==> src/rtl/csr_exec_unit_pkg.sv <==
// Shared definitions for the machine-mode CSR execution unit: operation codes,
// CSR addresses, per-CSR write masks, FSM states and the read-modify-write helpers.
package csr_exec_unit_pkg;

   localparam int CSR_OP_WIDTH = 3;

   localparam logic [2:0] CSR_OP_NA  = 3'd0;
   localparam logic [2:0] CSR_OP_RW  = 3'd1;
   localparam logic [2:0] CSR_OP_RS  = 3'd2;
   localparam logic [2:0] CSR_OP_RC  = 3'd3;
   localparam logic [2:0] CSR_OP_RWI = 3'd5;
   localparam logic [2:0] CSR_OP_RSI = 3'd6;
   localparam logic [2:0] CSR_OP_RCI = 3'd7;

   localparam logic [11:0] CSR_MSTATUS   = 12'h300;
   localparam logic [11:0] CSR_MISA      = 12'h301;
   localparam logic [11:0] CSR_MIE       = 12'h304;
   localparam logic [11:0] CSR_MTVEC     = 12'h305;
   localparam logic [11:0] CSR_MSCRATCH  = 12'h340;
   localparam logic [11:0] CSR_MEPC      = 12'h341;
   localparam logic [11:0] CSR_MCAUSE    = 12'h342;
   localparam logic [11:0] CSR_MTVAL     = 12'h343;
   localparam logic [11:0] CSR_MCYCLE    = 12'hB00;
   localparam logic [11:0] CSR_MINSTRET  = 12'hB02;
   localparam logic [11:0] CSR_MCYCLEH   = 12'hB80;
   localparam logic [11:0] CSR_MINSTRETH = 12'hB82;
   localparam logic [11:0] CSR_CYCLE     = 12'hC00;
   localparam logic [11:0] CSR_INSTRET   = 12'hC02;
   localparam logic [11:0] CSR_CYCLEH    = 12'hC80;
   localparam logic [11:0] CSR_INSTRETH  = 12'hC82;
   localparam logic [11:0] CSR_MHARTID   = 12'hF14;

   localparam logic [31:0] MSTATUS_WMASK = 32'h0000_0088;
   localparam logic [31:0] MSTATUS_MPP   = 32'h0000_1800;
   localparam logic [31:0] MIE_WMASK     = 32'h0000_0888;
   localparam logic [31:0] MTVEC_WMASK   = 32'hFFFF_FFFC;
   localparam logic [31:0] MEPC_WMASK    = 32'hFFFF_FFFC;

   typedef enum logic [1:0] {
      ST_IDLE  = 2'd0,
      ST_READ  = 2'd1,
      ST_WRITE = 2'd2
   } csr_state_e;

   function automatic logic csr_op_is_imm(input logic [2:0] op);
      return (op == CSR_OP_RWI) || (op == CSR_OP_RSI) || (op == CSR_OP_RCI);
   endfunction

   function automatic logic csr_op_valid(input logic [2:0] op);
      case (op)
         CSR_OP_RW, CSR_OP_RS, CSR_OP_RC,
         CSR_OP_RWI, CSR_OP_RSI, CSR_OP_RCI: return 1'b1;
         default:                            return 1'b0;
      endcase
   endfunction

   function automatic logic [31:0] csr_op_apply(input logic [2:0] op,
                                                input logic [31:0] old_val,
                                                input logic [31:0] src);
      case (op)
         CSR_OP_RW, CSR_OP_RWI: return src;
         CSR_OP_RS, CSR_OP_RSI: return old_val | src;
         CSR_OP_RC, CSR_OP_RCI: return old_val & ~src;
         default:               return old_val;
      endcase
   endfunction

endpackage

==> src/rtl/csr_counter64.sv <==
// 64-bit free-running counter with independent 32-bit half writes; a write to
// either half suppresses the increment for that cycle.
module csr_counter64 (
   input  logic        clk,
   input  logic        resetn,
   input  logic        inc_en_i,
   input  logic        wr_lo_i,
   input  logic        wr_hi_i,
   input  logic [31:0] wdata_i,
   output logic [63:0] count_o
);

   logic [63:0] count_q;
   logic [63:0] count_d;

   // Next count: half writes win over the increment, untouched half holds.
   always_comb begin
      count_d = count_q;
      if (wr_lo_i || wr_hi_i) begin
         if (wr_lo_i) begin
            count_d[31:0] = wdata_i;
         end else begin
            count_d[31:0] = count_q[31:0];
         end
         if (wr_hi_i) begin
            count_d[63:32] = wdata_i;
         end else begin
            count_d[63:32] = count_q[63:32];
         end
      end else if (inc_en_i) begin
         count_d = count_q + 64'd1;
      end else begin
         count_d = count_q;
      end
   end

   // Counter register.
   always_ff @(posedge clk or negedge resetn) begin
      if (!resetn) begin
         count_q <= 64'd0;
      end else begin
         count_q <= count_d;
      end
   end

   assign count_o = count_q;

endmodule

==> src/rtl/csr_exec_unit.sv <==
// Machine-mode CSR file with a three-state read-modify-write sequencer
// (IDLE -> READ -> WRITE) serving one SYSTEM instruction at a time.
module csr_exec_unit #(
   parameter int          CSR_OP_WIDTH = 3,
   parameter logic [31:0] HART_ID      = 32'd0,
   parameter logic [31:0] MISA_VAL     = 32'h4000_1101
) (
   input  logic                    clk,
   input  logic                    resetn,
   input  logic                    csr_valid,
   input  logic [CSR_OP_WIDTH-1:0] CSRop,
   input  logic                    CSRwe,
   input  logic                    CSRre,
   input  logic [11:0]             csr_addr,
   input  logic [31:0]             rs1_data,
   input  logic [4:0]              uimm,
   input  logic                    instret_inc,
   output logic [31:0]             csr_rdata,
   output logic                    csr_ready,
   output logic                    csr_illegal,
   output logic                    csr_busy
);
   import csr_exec_unit_pkg::*;

   csr_state_e              state_q, state_d;
   logic [CSR_OP_WIDTH-1:0] op_q, op_d;
   logic                    we_q, we_d, re_q, re_d;
   logic [11:0]             addr_q, addr_d;
   logic [31:0]             src_q, src_d;
   logic [31:0]             new_q, new_d;
   logic                    wen_q, wen_d;
   logic [31:0]             rdata_q, rdata_d;
   logic                    ready_q, ready_d, illegal_q, illegal_d, busy_q, busy_d;

   logic [31:0] mstatus_q, mstatus_d, mie_q, mie_d, mtvec_q, mtvec_d;
   logic [31:0] mscratch_q, mscratch_d, mepc_q, mepc_d, mcause_q, mcause_d, mtval_q, mtval_d;

   logic [31:0] old_s;
   logic        impl_s, illegal_s, commit_s;
   logic        mcy_wr_lo_s, mcy_wr_hi_s, mir_wr_lo_s, mir_wr_hi_s;
   logic [63:0] mcycle_s, minstret_s;

   csr_counter64 u_mcycle (
      .clk      (clk),
      .resetn   (resetn),
      .inc_en_i (1'b1),
      .wr_lo_i  (mcy_wr_lo_s),
      .wr_hi_i  (mcy_wr_hi_s),
      .wdata_i  (new_q),
      .count_o  (mcycle_s)
   );

   csr_counter64 u_minstret (
      .clk      (clk),
      .resetn   (resetn),
      .inc_en_i (instret_inc),
      .wr_lo_i  (mir_wr_lo_s),
      .wr_hi_i  (mir_wr_hi_s),
      .wdata_i  (new_q),
      .count_o  (minstret_s)
   );

   // Read mux over the latched address; unknown addresses are flagged unimplemented.
   always_comb begin
      old_s  = 32'd0;
      impl_s = 1'b1;
      case (addr_q)
         CSR_MSTATUS:               old_s = mstatus_q | MSTATUS_MPP;
         CSR_MISA:                  old_s = MISA_VAL;
         CSR_MIE:                   old_s = mie_q;
         CSR_MTVEC:                 old_s = mtvec_q;
         CSR_MSCRATCH:              old_s = mscratch_q;
         CSR_MEPC:                  old_s = mepc_q;
         CSR_MCAUSE:                old_s = mcause_q;
         CSR_MTVAL:                 old_s = mtval_q;
         CSR_MCYCLE,   CSR_CYCLE:   old_s = mcycle_s[31:0];
         CSR_MCYCLEH,  CSR_CYCLEH:  old_s = mcycle_s[63:32];
         CSR_MINSTRET, CSR_INSTRET: old_s = minstret_s[31:0];
         CSR_MINSTRETH,CSR_INSTRETH:old_s = minstret_s[63:32];
         CSR_MHARTID:               old_s = HART_ID;
         default: begin
            old_s  = 32'd0;
            impl_s = 1'b0;
         end
      endcase
   end

   assign illegal_s = !impl_s || !csr_op_valid(op_q) || (we_q && (addr_q[11:10] == 2'b11));
   assign commit_s  = (state_q == ST_WRITE) && wen_q;

   // Sequencer next state and registered response values.
   always_comb begin
      state_d   = state_q;
      op_d      = op_q;
      we_d      = we_q;
      re_d      = re_q;
      addr_d    = addr_q;
      src_d     = src_q;
      new_d     = new_q;
      wen_d     = 1'b0;
      rdata_d   = 32'd0;
      ready_d   = 1'b0;
      illegal_d = 1'b0;
      busy_d    = 1'b0;
      case (state_q)
         ST_IDLE: begin
            if (csr_valid) begin
               op_d    = CSRop;
               we_d    = CSRwe;
               re_d    = CSRre;
               addr_d  = csr_addr;
               src_d   = csr_op_is_imm(CSRop) ? {27'd0, uimm} : rs1_data;
               state_d = ST_READ;
               busy_d  = 1'b1;
            end else begin
               state_d = ST_IDLE;
            end
         end
         ST_READ: begin
            state_d   = ST_WRITE;
            busy_d    = 1'b1;
            ready_d   = 1'b1;
            illegal_d = illegal_s;
            rdata_d   = (re_q && !illegal_s) ? old_s : 32'd0;
            new_d     = csr_op_apply(op_q, old_s, src_q);
            wen_d     = we_q && !illegal_s;
         end
         ST_WRITE: begin
            state_d = ST_IDLE;
         end
         default: begin
            state_d = ST_IDLE;
         end
      endcase
   end

   // Commit of the new value under each CSR's write mask.
   always_comb begin
      mstatus_d   = mstatus_q;
      mie_d       = mie_q;
      mtvec_d     = mtvec_q;
      mscratch_d  = mscratch_q;
      mepc_d      = mepc_q;
      mcause_d    = mcause_q;
      mtval_d     = mtval_q;
      mcy_wr_lo_s = 1'b0;
      mcy_wr_hi_s = 1'b0;
      mir_wr_lo_s = 1'b0;
      mir_wr_hi_s = 1'b0;
      if (commit_s) begin
         case (addr_q)
            CSR_MSTATUS:   mstatus_d   = new_q & MSTATUS_WMASK;
            CSR_MIE:       mie_d       = new_q & MIE_WMASK;
            CSR_MTVEC:     mtvec_d     = new_q & MTVEC_WMASK;
            CSR_MSCRATCH:  mscratch_d  = new_q;
            CSR_MEPC:      mepc_d      = new_q & MEPC_WMASK;
            CSR_MCAUSE:    mcause_d    = new_q;
            CSR_MTVAL:     mtval_d     = new_q;
            CSR_MCYCLE:    mcy_wr_lo_s = 1'b1;
            CSR_MCYCLEH:   mcy_wr_hi_s = 1'b1;
            CSR_MINSTRET:  mir_wr_lo_s = 1'b1;
            CSR_MINSTRETH: mir_wr_hi_s = 1'b1;
            default:       mstatus_d   = mstatus_q;
         endcase
      end else begin
         mstatus_d = mstatus_q;
      end
   end

   // State, request latch, response and CSR registers.
   always_ff @(posedge clk or negedge resetn) begin
      if (!resetn) begin
         state_q    <= ST_IDLE;
         op_q       <= '0;
         we_q       <= 1'b0;
         re_q       <= 1'b0;
         addr_q     <= 12'd0;
         src_q      <= 32'd0;
         new_q      <= 32'd0;
         wen_q      <= 1'b0;
         rdata_q    <= 32'd0;
         ready_q    <= 1'b0;
         illegal_q  <= 1'b0;
         busy_q     <= 1'b0;
         mstatus_q  <= 32'd0;
         mie_q      <= 32'd0;
         mtvec_q    <= 32'd0;
         mscratch_q <= 32'd0;
         mepc_q     <= 32'd0;
         mcause_q   <= 32'd0;
         mtval_q    <= 32'd0;
      end else begin
         state_q    <= state_d;
         op_q       <= op_d;
         we_q       <= we_d;
         re_q       <= re_d;
         addr_q     <= addr_d;
         src_q      <= src_d;
         new_q      <= new_d;
         wen_q      <= wen_d;
         rdata_q    <= rdata_d;
         ready_q    <= ready_d;
         illegal_q  <= illegal_d;
         busy_q     <= busy_d;
         mstatus_q  <= mstatus_d;
         mie_q      <= mie_d;
         mtvec_q    <= mtvec_d;
         mscratch_q <= mscratch_d;
         mepc_q     <= mepc_d;
         mcause_q   <= mcause_d;
         mtval_q    <= mtval_d;
      end
   end

   assign csr_rdata   = rdata_q;
   assign csr_ready   = ready_q;
   assign csr_illegal = illegal_q;
   assign csr_busy    = busy_q;

endmodule

==> config.mk <==
export PLATFORM = sky130hd
export DESIGN_NAME = csr_exec_unit
export DESIGN_NICKNAME = d
export VERILOG_FILES = /design/src/rtl/csr_exec_unit_pkg.sv /design/src/rtl/csr_counter64.sv /design/src/rtl/csr_exec_unit.sv
export SDC_FILE = /design/constraint.sdc
export NUM_CORES = 1
export LEC_CHECK = 0
export ABC_AREA = 0
export BUFFER_PORTS_ARGS = -buffer_cell sky130_fd_sc_hd__buf_2
export CORE_UTILIZATION = 35
export DETAILED_ROUTE_END_ITERATION = 7
export GPL_TIMING_DRIVEN = 0
export HOLD_SLACK_MARGIN = 0.06
export PLACE_DENSITY = 0.48
export SYNTH_ARGS = -nofsm -noshare
export SYNTH_HDL_FRONTEND = slang
export SYNTH_HIERARCHICAL = 1
export SYNTH_SLANG_ARGS = --single-unit
==> constraint.sdc <==
create_clock -name clk -period 3.3 [get_ports clk]
set_clock_uncertainty 0.2 [all_clocks]
set_input_delay 0.33 -clock clk [delete_from_list [all_inputs] [get_ports clk]]
set_output_delay 0.33 -clock clk [all_outputs]
set_load 0.01 [all_outputs]
* Word level (Yosys, flattened, before mapping)
Index checks and enable logic that the tools add are counted.
** Storage, ports and cells
- Register bits :: 408
- Bits in latches :: 0
- Memory bits (writable) :: 0
- Memory bits (read-only) :: 0
- Input bits :: 58
- Output and inout bits :: 35
- Logic and storage cells :: 124
- Memories kept :: 0
** Operators by class
- Add/subtract/negate cells :: 2
- Multipliers :: 0
- Divide/modulo/power cells :: 0
- Order comparisons :: 0
- Eq/ne operators :: 33
- Shifts and indexed selects :: 0
- Mux-type cells :: 29
- Bitwise logic cells :: 3
- Reduce and logical (&&, ||, !) cells :: 34
** Operators by type and width (count)
- 32-bit one-hot mux with 12 select lines :: 1
- 32-bit 2-to-1 mux :: 7
- 64-bit 2-to-1 mux :: 3
- 64-bit by 1-bit adder with 64-bit output, second input constant :: 2
- 12-bit == test, second input constant :: 9
- 12-bit by 10-bit == test with 1-bit output, second input constant :: 8
- 32-bit one-hot mux with 3 select lines :: 1
- 32-bit AND :: 1
- 32-bit inverter :: 1
- 32-bit bitwise OR :: 1
- 2-bit AND reduction :: 10
- 3-bit == test, second input constant :: 6
- 17-bit OR reduction :: 1
- 1-bit 2-to-1 mux :: 15
- 2-bit OR reduction :: 7
- 2-bit by 1-bit != test with 1-bit output, second input constant :: 4
- 3-bit by 2-bit == test with 1-bit output, second input constant :: 2
- 1-bit logical OR :: 6
- 6-bit OR reduction :: 1
- 2-bit == test, second input constant :: 2
- 1-bit logical AND :: 4
- 2-bit one-hot mux with 2 select lines :: 1
- 3-bit by 1-bit == test with 1-bit output, second input constant :: 1
- 1-bit logical NOT :: 3
- 4 further kinds :: 4

* Longest topological paths before layout
- Word-level depth :: 10
- Mapped depth :: 13
- Gate-level depth less buffers :: 11

* Modules after synthesis
The synthesis kept the hierarchy.
** Modules (own cells, without submodules)
- csr_exec_unit :: times used 1, cells each 1186, area an instance 13799.5 um2, seq. area each 6956.7 um2
- csr_counter64 (u_minstret) :: times used 1, cells each 530, area an instance 4254.1 um2, seq. area each 1601.5 um2
- csr_counter64 (u_mcycle) :: times used 1, cells each 511, area an instance 4117.7 um2, seq. area each 1601.5 um2

* Least setup slack after synthesis
Ideal clock, no wire load.
- Path type :: reg2reg
- From :: reg addr_q[7]
- To :: reg u_minstret.count_q[61] (netlist: u_minstret/count_o[61])
- Library setup time :: 69 ps
- Data arrival time :: 2728 ps
- Data required time :: 3031 ps
- Path slack :: 303 ps
- Stages on the path, launching flop included :: 13
- Buffers on the path :: 5
- Clock period less this slack :: 2997 ps
- Cells stage by stage :: dfrtp_1 -> buf_2 -> buf_4 -> buf_1 -> nand3_1 -> nor2_1 -> clkbuf_1 -> or2_2 -> clkbuf_1 -> a21oi_1 -> nand3_1 -> or4_1 -> nand3_1
** Between the ends
- Longest elaborated chain between the ends :: 6
- Elaborated cells between the ends (all ways) :: 11
- Classes of those cells :: eq/ne (3); mux (5); reduce/logical (3)
** RTL lines
- start: declaration :: line csr_exec_unit.sv:28 : logic [11:0] addr_q, addr_d;
- start signal: assignment :: line csr_exec_unit.sv:197 : addr_q <= addr_d;
- 12-bit == test * :: line csr_exec_unit.sv:151 : case (addr_q)
- 1-bit 2-to-1 mux * :: line csr_exec_unit.sv:151
- 1-bit 2-to-1 mux * :: line csr_exec_unit.sv:150 : if (commit_s) begin
- net mir_wr_hi_s :: line csr_exec_unit.sv:40 : logic mcy_wr_lo_s, mcy_wr_hi_s, mir_wr_lo_s, mir_wr_hi_s;
- 1-bit logical OR :: line csr_counter64.sv:19 : if (wr_lo_i || wr_hi_i) begin
- 2-bit by 1-bit != test with 1-bit output (no line) / 2-bit nonzero test (equally long branches)
- 2-bit AND reduction (no line)
- end signal: assignment :: line csr_counter64.sv:42 : count_q <= count_d;
- end: declaration :: line csr_counter64.sv:13 : logic [63:0] count_q;
Mark *: on every way through the listed nets, which the timed path passes. The rest lies on a longest branch.
A chain may end at the register's enable or synchronous reset.

* Worst setup path after layout
- From :: reg u_minstret.count_q[5] (netlist: u_minstret/count_o[5])
- To :: reg u_minstret.count_q[61] (netlist: u_minstret/count_o[61])
** Between the ends
- Longest elaborated chain between the ends :: 3
** RTL lines
- 64-bit by 1-bit adder with 64-bit output :: line csr_counter64.sv:31 : count_d = count_q + 64'd1;
- 64-bit 2-to-1 mux :: line csr_counter64.sv:30 : end else if (inc_en_i) begin
- 64-bit 2-to-1 mux :: line csr_counter64.sv:19
Every way passes these cells. The select of a mux whose other input is x is not followed.

==> impl_results.md <==
- Worst slew pin tran: 1.13 ns
- Power Dens Cells: 580 mW/mm²
- Worst Setup Start Kind: flop
- Worst r2r src: u_minstret/count_o[5]
- GRT met1 Usage: 41.1%
- Worst-path clk slew: 0.06 ns
- GR Overflow Total: 0
- Cells after synthesis: 2227
- CTS Buf Count: between 40 and 50
- Final Hold Fails: 0
- CP startpoint: u_minstret/count_o[5]
- Crit path DAT: 3.64 ns
- Async set-or-reset flop fraction in the synthesized netlist: 100%
- Status: completed
- H-tree depth: 2
- Vias in the first global route: 19891
- IO Pins: 93
- Reg2Reg Setup Slack: 0.00003 ns
- Area Growth Syn to Fin: 17.7%
- Worst Hold Class: in -> async
- Starting Density: a little over a third
- Peak supply drop: between 0.5 and 0.6 mV
- Most common cell after layout, fill and taps aside: dfrtp_1
- Synth Area in Adders: 0.113%
- MaxCap Viol Count: 0
- Core box area: ~0.062 mm²
- Cell Rows: 91
- Worst path depth: 6
- Max Freq: 303 MHz
- PortBufs: 92
- Post-Synth XOR/XNOR Area: under 10%
- Worst setup path endpoint: u_minstret/count_o[61]
- Worst Path Buf+Inv: 1
- Nets@finish: 2498
- Largest net degree at the start of global routing: 119
- YS warnings: 6
- Part of the cycle the worst path needs: around 100%
- Die Ht: 254 µm
- Final total power: 15.2 mW
- CTS tree: done
- CTS Root Cell: clkbuf_16
- Drt pass-1 iters: 6
- Routed len/inst: 28.9 µm
- Met3 Track Usage GR: ~5.6%
- Crit. End Element: flop
- Initial antenna violation count: 6
- Static Leak: 11.2 nW
- First-pass GRT wire length: ~140000 µm
- Crit path max-delay cell type: nor4_1
- Fillcell total: 6221
- Seq/Total Area, Yosys: around 46%
- Yosys cell types: 94
- DIE AREA: 0.0644 mm²
- Met2 Track Usage GR: 46.6%
- Post-DR vias/cell: 6.01
- Area of the multi-input gates: 0.0114 mm²
- Worst path max stage delay: around 0.73 ns
- Fin crit period: 3.30 ns
- Mapped Avg Cell Area: 9.96 µm²
- Storage cell area: between 0.01 and 0.015 mm²
- Placer congestion estimate: 0.994
- Placed Area: between 0.02 and 0.025 mm²
- Commonest cells after routing, fill and taps aside: dfrtp_1 (404), nand2_1 (231), nor2_1 (152)
- Number of synthesized flops with an enable pin: 0
- Post-Layout Inst Area: roughly 0.026 mm²
- Fin. max-slew vios: 0
- Via count: 19879
- Final ANT Viol Nets: 0
- Slew Limit Headroom: approximately 24%
- CP required: 3.64 ns
- CP Class: reg -> reg
- Routed wire length: 95600 µm
- DRC Markers: 0
- Final Setup Violations: 0
- Main combinational cell family by area after synthesis: simple AND/OR/NAND/NOR gates
- CP cell instances: nand4_1 > nor4_1 > clkbuf_1 > nand3_1 > or4_1 > nand3_1
- Total track usage: 29.9%
- Synth Area in Simple Gates: 20.0%
- R2R Path End: u_minstret/count_o[61]
- RSZ-0062 raised after global routing: yes
- Share of post-route cells with drive strength above 1: between 15 and 20%
- Clock tree buffer depth: 3
- Post-synthesis mux area share: 13.7%
- #FFs+latches synth: between 400 and 500
- R2R depth: 6
- Clk Latency, worst-skew pair: 0.61 ns
- CTS Sinks: 406
- Number of DRC markers in iteration 0: 2114
- Die extent in x: roughly 250 µm
- Main synth FF type: dfrtp_1
- Crit path max fanout: 10
- Busiest grt layer: met2
- CP top delay family: simple AND/OR/NAND/NOR gates
- Most frequent cell on the critical path: nand3_1
- Post-DP HPWL: between 70000 and 80000 µm
- Synth Cell Area: 0.0222 mm²
- Synth Area in Compound Gates: around 14%
## tightest hold or removal path: stages
cell	delay, ns
dlygate4sd3_1	0.57
buf_8	0.13
buf_16	0.22
## flip-flops by register name (all words and copies together) (netlist names), 2 cells and up
register	count
addr_q	12
mepc_q	30
new_q	32
mscratch_q	32
csr_rdata	32
mstatus_q	2
mtval_q	32
u_minstret/count_o	64
op_q	2
mtvec_q	30
mie_q	3
mcause_q	32
u_mcycle/count_o	64
src_q	32
## cells in the mapped netlist (all sizes together), types with 7 or more instances
master,count,share of area (%)
xnor2,46,1.8
xor2,35,1.4
nor4,32,1.0
nand3,99,2.3
o211ai,13,0.46
nor2b,12,0.34
mux2i,81,3.7
and2,13,0.37
a22o,41,1.6
mux2,181,9.2
mux4,8,0.81
a21oi,117,2.6
nor3,64,1.5
dfrtp,406,46
o21ai,103,2.3
nor4b,7,0.46
nor2,162,3.0
a211oi,11,0.37
or3,15,0.42
o31ai,7,0.24
nand2b,9,0.29
buf,67,1.7
o22ai,49,1.4
and3,35,0.99
or4,17,0.64
a31oi,21,0.59
nand4,80,2.4
nand2,234,4.0
o32ai,11,0.43
nor3b,8,0.29
inv,14,0.24
a2111oi,10,0.40
a22oi,14,0.47
o22a,19,0.76
clkbuf,83,1.4
and4,20,0.80
or2,13,0.38
## final cells by class
cell class                      instances  area share [%]
Antenna cell                            4          0.0383
Buffer                                144            2.73
Clock buffer                           69            5.17
Clock inverter                         11           0.609
Inverter                               15           0.216
Multi-Input combinational cell       1663            43.6
Sequential cell                       406            38.9
Tap cell                              837            4.01
Timing Repair Buffer                  160            4.68
## worst min-delay path by stage
stage            startpoint                   end  slack, ns  depth (start not counted)
5_1_grt              resetn  u_mcycle/count_o[38]       0.11                          3
6_report             resetn  u_mcycle/count_o[38]       0.08                          3
3_5_place_dp         resetn  u_mcycle/count_o[38]       0.05                          1
4_1_cts              resetn  u_mcycle/count_o[38]       0.07                          3
2_1_floorplan        resetn             addr_q[0]      -0.17                          0
3_3_place_gp   mcause_q[15]          mcause_q[15]       0.26                          1
## cell families after synthesis
family	Yosys count
other	1
adders and majority gates	2
xor gates and xnor gates	81
and+or+nand+nor	835
muxes	270
AOI/OAI and AO/OA	467
buffers and inverters	165
DFF	406
## timing repair
item,CTS,global route
pin swaps,5,0
gates cloned,0,0
endpoints found under the hold margin,171,0
gates resized for setup,27,29
endpoints found under the setup margin,133,82
buffers inserted,7,0
hold buffers,57,0
## power breakdown
part / internal (mW) / leakage [nW] / switching [mW] / total [mW]
Combinational: 1.04 / 5.30 / 1.84 / 2.88
Clock: 3.00 / 0.737 / 2.29 / 5.29
Sequential: 5.38 / 5.16 / 1.60 / 6.98
## metal layers
metal,part of all wire [%],up-vias
met5,0.046,-
met1,43,9998
met3,8.0,210
li1,-,8687
met2,44,976
met4,4.2,8
## metrics by stage
step	cells	utilization, %	hold WS [ns]	setup TNS, ns	setup slack [ns]
2_1_floorplan	2234	-	-0.166	0	0.303
3_3_place_gp	3163	38.1	0.261	-2906.25	-6.96
3_5_place_dp	3167	38.3	0.0539	-115.56	-1.66
4_1_cts	3308	41.9	0.0736	0	0.0233
5_1_grt	3306	42.0	0.107	-0.115	-0.0608
6_report	3309	42.0	0.0766	0	0.0000304
(Power assumes the default switching activity.)
